### src/rtl/clk_div_prog.sv
// Multi-channel programmable clock divider with per-channel tick strobe.
// Divisor writes are staged and applied only at a period boundary, a clear, or while disabled.
module clk_div_prog #(
  parameter int unsigned CH          = 4,
  parameter int unsigned CNT_W       = 32,
  parameter int unsigned SEL_W       = 2,
  parameter int unsigned DEFAULT_DIV = 100000000
) (
  input  logic             clk,
  input  logic             reset,
  input  logic [CH-1:0]    en,
  input  logic [CH-1:0]    clr,
  input  logic             div_wr,
  input  logic [SEL_W-1:0] div_sel,
  input  logic [CNT_W-1:0] div_data,
  output logic [CH-1:0]    clk_out,
  output logic [CH-1:0]    tick,
  output logic [CH-1:0]    div_pend
);

  localparam logic [CNT_W-1:0] DefDiv = CNT_W'(DEFAULT_DIV);
  localparam logic [CNT_W-1:0] MinDiv = CNT_W'(2);
  localparam logic [CNT_W-1:0] One    = CNT_W'(1);

  logic [CNT_W-1:0] wr_val;

  // Divisors below 2 cannot form a two-phase clock.
  assign wr_val = (div_data < MinDiv) ? MinDiv : div_data;

  for (genvar i = 0; i < CH; i++) begin : g_ch
    logic [CNT_W-1:0] cnt_q, cnt_d;
    logic [CNT_W-1:0] div_q, div_d;
    logic [CNT_W-1:0] pend_val_q, pend_val_d;
    logic             pend_q, pend_d;
    logic             clk_q, clk_d;
    logic             tick_q, tick_d;
    logic             wr_hit, wrap, apply;

    // Selects at or above CH never match any channel index.
    assign wr_hit = div_wr && (int'(div_sel) == i);
    assign wrap   = en[i] && (cnt_q == div_q - One);

    always_comb begin
      cnt_d      = cnt_q;
      div_d      = div_q;
      tick_d     = 1'b0;
      apply      = 1'b0;
      pend_d     = pend_q;
      pend_val_d = pend_val_q;

      if (clr[i]) begin
        apply = pend_q;
        cnt_d = '0;
      end else if (!en[i]) begin
        apply = pend_q;
      end else if (wrap) begin
        apply  = pend_q;
        cnt_d  = '0;
        tick_d = 1'b1;
      end else begin
        cnt_d = cnt_q + One;
      end

      if (apply) div_d = pend_val_q;
      // A smaller divisor applied while held can leave the count out of range.
      if (cnt_d >= div_d) cnt_d = '0;

      clk_d = (cnt_d >= (div_d >> 1));

      if (wr_hit) begin
        pend_d     = 1'b1;
        pend_val_d = wr_val;
      end else if (apply) begin
        pend_d = 1'b0;
      end
    end

    always_ff @(posedge clk or negedge reset) begin
      if (!reset) begin
        cnt_q      <= '0;
        div_q      <= DefDiv;
        pend_val_q <= DefDiv;
        pend_q     <= 1'b0;
        clk_q      <= 1'b0;
        tick_q     <= 1'b0;
      end else begin
        cnt_q      <= cnt_d;
        div_q      <= div_d;
        pend_val_q <= pend_val_d;
        pend_q     <= pend_d;
        clk_q      <= clk_d;
        tick_q     <= tick_d;
      end
    end

    assign clk_out[i]  = clk_q;
    assign tick[i]     = tick_q;
    assign div_pend[i] = pend_q;
  end

endmodule

### config.mk
export PLATFORM = sky130hd
export DESIGN_NAME = clk_div_prog
export DESIGN_NICKNAME = d
export VERILOG_FILES = /design/src/rtl/clk_div_prog.sv
export SDC_FILE = /design/constraint.sdc
export NUM_CORES = 1
export LEC_CHECK = 0
export ABC_CLOCK_PERIOD_IN_PS = 17000
export CORE_MARGIN = 3
export CORE_UTILIZATION = 60
export DETAILED_ROUTE_END_ITERATION = 12
export GPL_ROUTABILITY_DRIVEN = 0
export PLACE_DENSITY = 0.84
export SETUP_SLACK_MARGIN = 0.4
export SYNTH_ARGS = -nofsm -noshare
export SYNTH_HDL_FRONTEND = slang
export SYNTH_SLANG_ARGS = --single-unit
### constraint.sdc
create_clock -name clk -period 17 [get_ports clk]
set_input_delay 2.55 -clock clk [delete_from_list [all_inputs] [get_ports clk]]
set_output_delay 2.55 -clock clk [all_outputs]
set_load 0.05 [all_outputs]
==> results.md <==
Outcome:
- The flow ran to the end, and the final reports show no timing, DRC or antenna violations.

Power:
- The portion of total power attributed to sequential cells is between 40% and 50%.
- Power spread over the standard cell area amounts to 111 nW/um^2.
- Internal power comes to approximately 2300 uW.
- For this design the total switching power over the nets is 1320 uW.
- The power consumption is about 3600 uW.
- Of the total power, combinational logic draws 31.5%.
- Net switching is 36.5% of the power.
- The worst-case IR drop observed on VDD is 0.114 mV.
- In this run the static leakage power is around 0.014 uW.
- The clock share of power is 28.4%.

Timing:
- The setup total negative slack is 0 ps.
- The clock period could shrink to roughly 9600 ps.
- The count of final max-slew check failures is 0.
- On the final layout, the worst hold slack is 492 ps.
- The final worst clock skew is 19.8 ps.
- Setup repair after global routing left no endpoint under its margin.
- The hold violation total from the final report is 0.
- The final clock period utilization by the worst path is 56.2%.
- The maximum clock rate is 0.105 GHz.
- Setup violations remaining at the end of the flow were counted as 0.
- For the pin with the worst max-slew slack, the measured transition is 1210 ps.
- The tightest slew margin relative to the limit is about 18%.

Placed design:
- The wire-length estimate of the detail-placed layout is between 60,000 and 70,000 um.
- Buffers placed on the I/O ports in this run total 56.

Critical path:
- STA classifies the critical path endpoint as a register.
- The critical path in this run is classified as reg -> reg.
- The biggest fanout along the worst timing path is 40.
- The cell with the biggest individual delay on the critical path is sky130_fd_sc_hd__nor4b_2.
- In this run the worst setup path begins at g_ch[0].div_q[0].
- The worst stage delay on the critical path is 700 ps.
- Counting stages on the worst path, the most repeated cell is sky130_fd_sc_hd__a21o_1.
- At the worst endpoint, the arrival time is 10,020 ps.
- The worst setup path is launched from a register.
- At the worst endpoint, the required time is roughly 17,000 ps.
- In this run the critical register-to-register path is launched from g_ch[0].div_q[0].

GRT:
- The number of global-route vias before repair is 25,800.
- The total congestion overflow after global routing is 0.
- The global-route wire length before repair is 137,000 um.
- The maximum number of pins on one net before global-route repair is 165.
- The global routing usage summed across all routing layers is 31.8%.
- The initial antenna violation count is 5.

Die:
- Row generation in the floorplan step produced between 80 and 90 rows.
- The total I/O pin count is 57.
- The die covers 52,900 um^2.
- The floorplan step set the die height to 230 um.
- In this run the standard cell core region covers ~50,000 um^2.
- The starting density of the core is 61.1%.
- In this run the horizontal extent of the chip is 230 um.

Drt:
- The pre-antenna-repair detailed-routing pass consisted of 6 iterations.
- In the final routed layout, each cell accounts on average for 22.7 um.
- In the routed layout, each cell is associated on average with a via count of 6.89.
- Once detail routing completed, the nets flagged for antenna violations numbered 0.
- For this run, design rule violations remaining after detail routing come to 0.
- The via count is 26,000.
- The iteration-0 DRC count of the detailed router is 3,101.
- The final wirelength is 85,400 um.

Clock tree:
- Clock-pin slew was measured on the worst setup and hold paths at 60 ps.
- The root cell of the clock tree is sky130_fd_sc_hd__clkbuf_16.
- The number of CTS-inserted buffers is 44.
- After clock tree synthesis, the flow added hold-fix buffers numbering 0.
- Clock latency on the worst-skew pair, taken at its later pin, is 600 ps.
- The number of gates given a new drive strength after cts is 0.
- The tree built by TritonCTS fans out to 396 sinks.
- The TritonCTS clock tree is yes.
- The clock tree synthesis step divided the H-tree into 2 levels.
- The worst-case clock buffer depth is 3.
- The number of setup buffers added after CTS is 0.

Finish:
- Cells with a size suffix above 1 make up 15.0% of the layout.
- The top cell types in the final layout, fill and taps aside, are sky130_fd_sc_hd__dfrtp_1 (300), sky130_fd_sc_hd__ha_1 (260), sky130_fd_sc_hd__nor2_1 (204), sky130_fd_sc_hd__mux2_2 (189), sky130_fd_sc_hd__nand2_1 (176).
- Across the whole layout, storage elements account for 10,000 um^2.
- Summing all multi-input logic gate instances after layout gives 19,100 um^2.
- The filler cell count is 3,789.
- The total number of nets in the final design is 3,370.
- The leading cell type in the layout, fill and taps excluded is sky130_fd_sc_hd__dfrtp_1.
- The synthesis-to-layout area growth is 7.91%.
- The number of diodes is 0.
- At the end of the flow the core is filled with cells to 65.9%.

Synth:
- The count of distinct cell types in the synthesized netlist is 86.
- In this run the cell area of the synthesized design comes to approximately 30,000 um^2.
- After Yosys synthesis, and, or, nand and nor cells account for 20.0% of the synthesized area.
- The instance count of the mapped netlist is 3,127.
- The number of nets in the synthesized netlist is 3,432.
- In the synthesized netlist the dominant register cell turns out to be sky130_fd_sc_hd__dfrtp_1.
- Averaged over all synthesized cells, the footprint is 9.62 um^2.
- The share of the synthesized netlist area taken by xor and xnor gates is ~7.6%.
- The multiplexer area fraction after synthesis is 12.3%.
- The largest family of logic cells by synthesized area is simple AND/OR/NAND/NOR gates.
- The number of enable flip-flop cells after synthesis is 0.
- The compound-gate portion of the synthesized area is 12.5%.
- Synthesis inferred slightly below 400 register bits.
- The number of warnings reported in the yosys synthesis log is 0.
- After synthesis, the share of flip-flops with an asynchronous set or reset is 100%.
- The adder and majority gate portion of the synthesized area is ~11%.
- The post-synthesis sequential area ratio is 33.3%.

Worst hold path:
- The worst min-delay path class is reg -> reg.
- In this run the most critical hold path is launched from g_ch[2].pend_val_q[0].

Job:
- The count of maximum capacitance violations is 0.
## metal layers
metal	wire length [um]	up-vias	global-route usage, %
met2	39300	1377	51.7
met3	7710	353	5.59
li1	-	11600	-
met4	4660	4	16.4
met5	14	-	0
met1	33700	12600	40.7
## worst paths after layout
kind	end	slack [ps]	cells past startpoint
max	g_ch[0].clk_q	7450	31
min reg2reg	g_ch[2].pend_val_q[0]	490	2
max in group asynchronous	g_ch[1].pend_val_q[1]	12950	3
min in group asynchronous	g_ch[0].pend_val_q[27]	1930	1
min	g_ch[2].pend_val_q[0]	490	2
max reg2reg	g_ch[0].clk_q	7450	31
## kinds of logic after synthesis
family,after synthesis
and+or+nand+nor,1122
buffers and inverters,240
xor gates and xnor gates,260
muxes,331
AOI/OAI and AO/OA,518
DFF,396
adders and majority gates,260
## cell usage after synthesis (14+ instances only)
cell,instances,area (um^2)
sky130_fd_sc_hd__mux2_4,28,420
sky130_fd_sc_hd__o21ai_0,65,325
sky130_fd_sc_hd__nor3_1,163,816
sky130_fd_sc_hd__and3_1,36,225
sky130_fd_sc_hd__or3_1,41,257
sky130_fd_sc_hd__xor2_1,118,1030
sky130_fd_sc_hd__nand3_1,80,400
sky130_fd_sc_hd__or4_1,23,173
sky130_fd_sc_hd__nand2b_1,52,325
sky130_fd_sc_hd__xnor2_1,142,1240
sky130_fd_sc_hd__ha_1,260,3250
sky130_fd_sc_hd__nand4b_1,14,123
sky130_fd_sc_hd__a211oi_1,22,165
sky130_fd_sc_hd__a21oi_1,70,350
sky130_fd_sc_hd__o211ai_1,82,616
sky130_fd_sc_hd__dfrtp_1,300,7510
sky130_fd_sc_hd__buf_2,19,95.1
sky130_fd_sc_hd__nor2_1,205,769
sky130_fd_sc_hd__inv_1,40,150
sky130_fd_sc_hd__nor2b_1,22,138
sky130_fd_sc_hd__buf_1,15,56.3
sky130_fd_sc_hd__o211a_1,36,360
sky130_fd_sc_hd__nand4_1,91,569
sky130_fd_sc_hd__dfstp_2,96,2520
sky130_fd_sc_hd__o31ai_1,16,120
sky130_fd_sc_hd__mux2i_1,114,1140
sky130_fd_sc_hd__a31oi_1,15,93.8
sky130_fd_sc_hd__a21o_1,95,713
sky130_fd_sc_hd__clkbuf_1,146,548
sky130_fd_sc_hd__mux2_2,189,2130
sky130_fd_sc_hd__or2_2,17,106
sky130_fd_sc_hd__nand2_1,176,661
sky130_fd_sc_hd__nor4_1,125,782
## worst max-delay path: cells and delay by family, from the launching register on
family / cells / cell delay, ps
compound gates: 16 / 2970
fa+ha+maj: 3 / 840
buf+inv: 4 / 1480
flops: 1 / 420
mux: 1 / 340
simple gates: 7 / 3310
## power by group through the flow
stage	Sequential, uW	Clock, uW	Combinational [uW]
2_1_floorplan	1280	0	922
3_3_place_gp	1430	0	1040
3_5_place_dp	1450	0	1100
4_1_cts	1430	1040	1120
5_1_grt	1470	1080	1250
6_report	1450	1030	1140
## area by class of cell
cell class | instances | share of cell area, %
Multi-Input combinational cell | 2491 | 58.8
Timing Repair Buffer | 92 | 2.60
Clock buffer | 71 | 4.05
Tap cell | 664 | 2.56
Sequential cell | 396 | 30.9
Inverter | 40 | 0.463
Clock inverter | 11 | 0.655
## stage by stage
stage | instances | setup WS, ps | area (um^2)
3_5_place_dp | 3683 | 7480 | 30900
3_3_place_gp | 3683 | 7910 | 30900
5_1_grt | 3765 | 7040 | 32500
6_report | 3765 | 7450 | 32500
2_1_floorplan | 3127 | 8970 | 30100
4_1_cts | 3765 | 7590 | 32500
## state kept, by name, summed over array words and instances, names as in the netlist
signal and flops:
g_ch.div_q 128, g_ch.clk_q 4, g_ch.pend_q 4, g_ch.cnt_q 128, g_ch.tick_q 4, g_ch.pend_val_q 128
(Power assumes the default switching activity.)
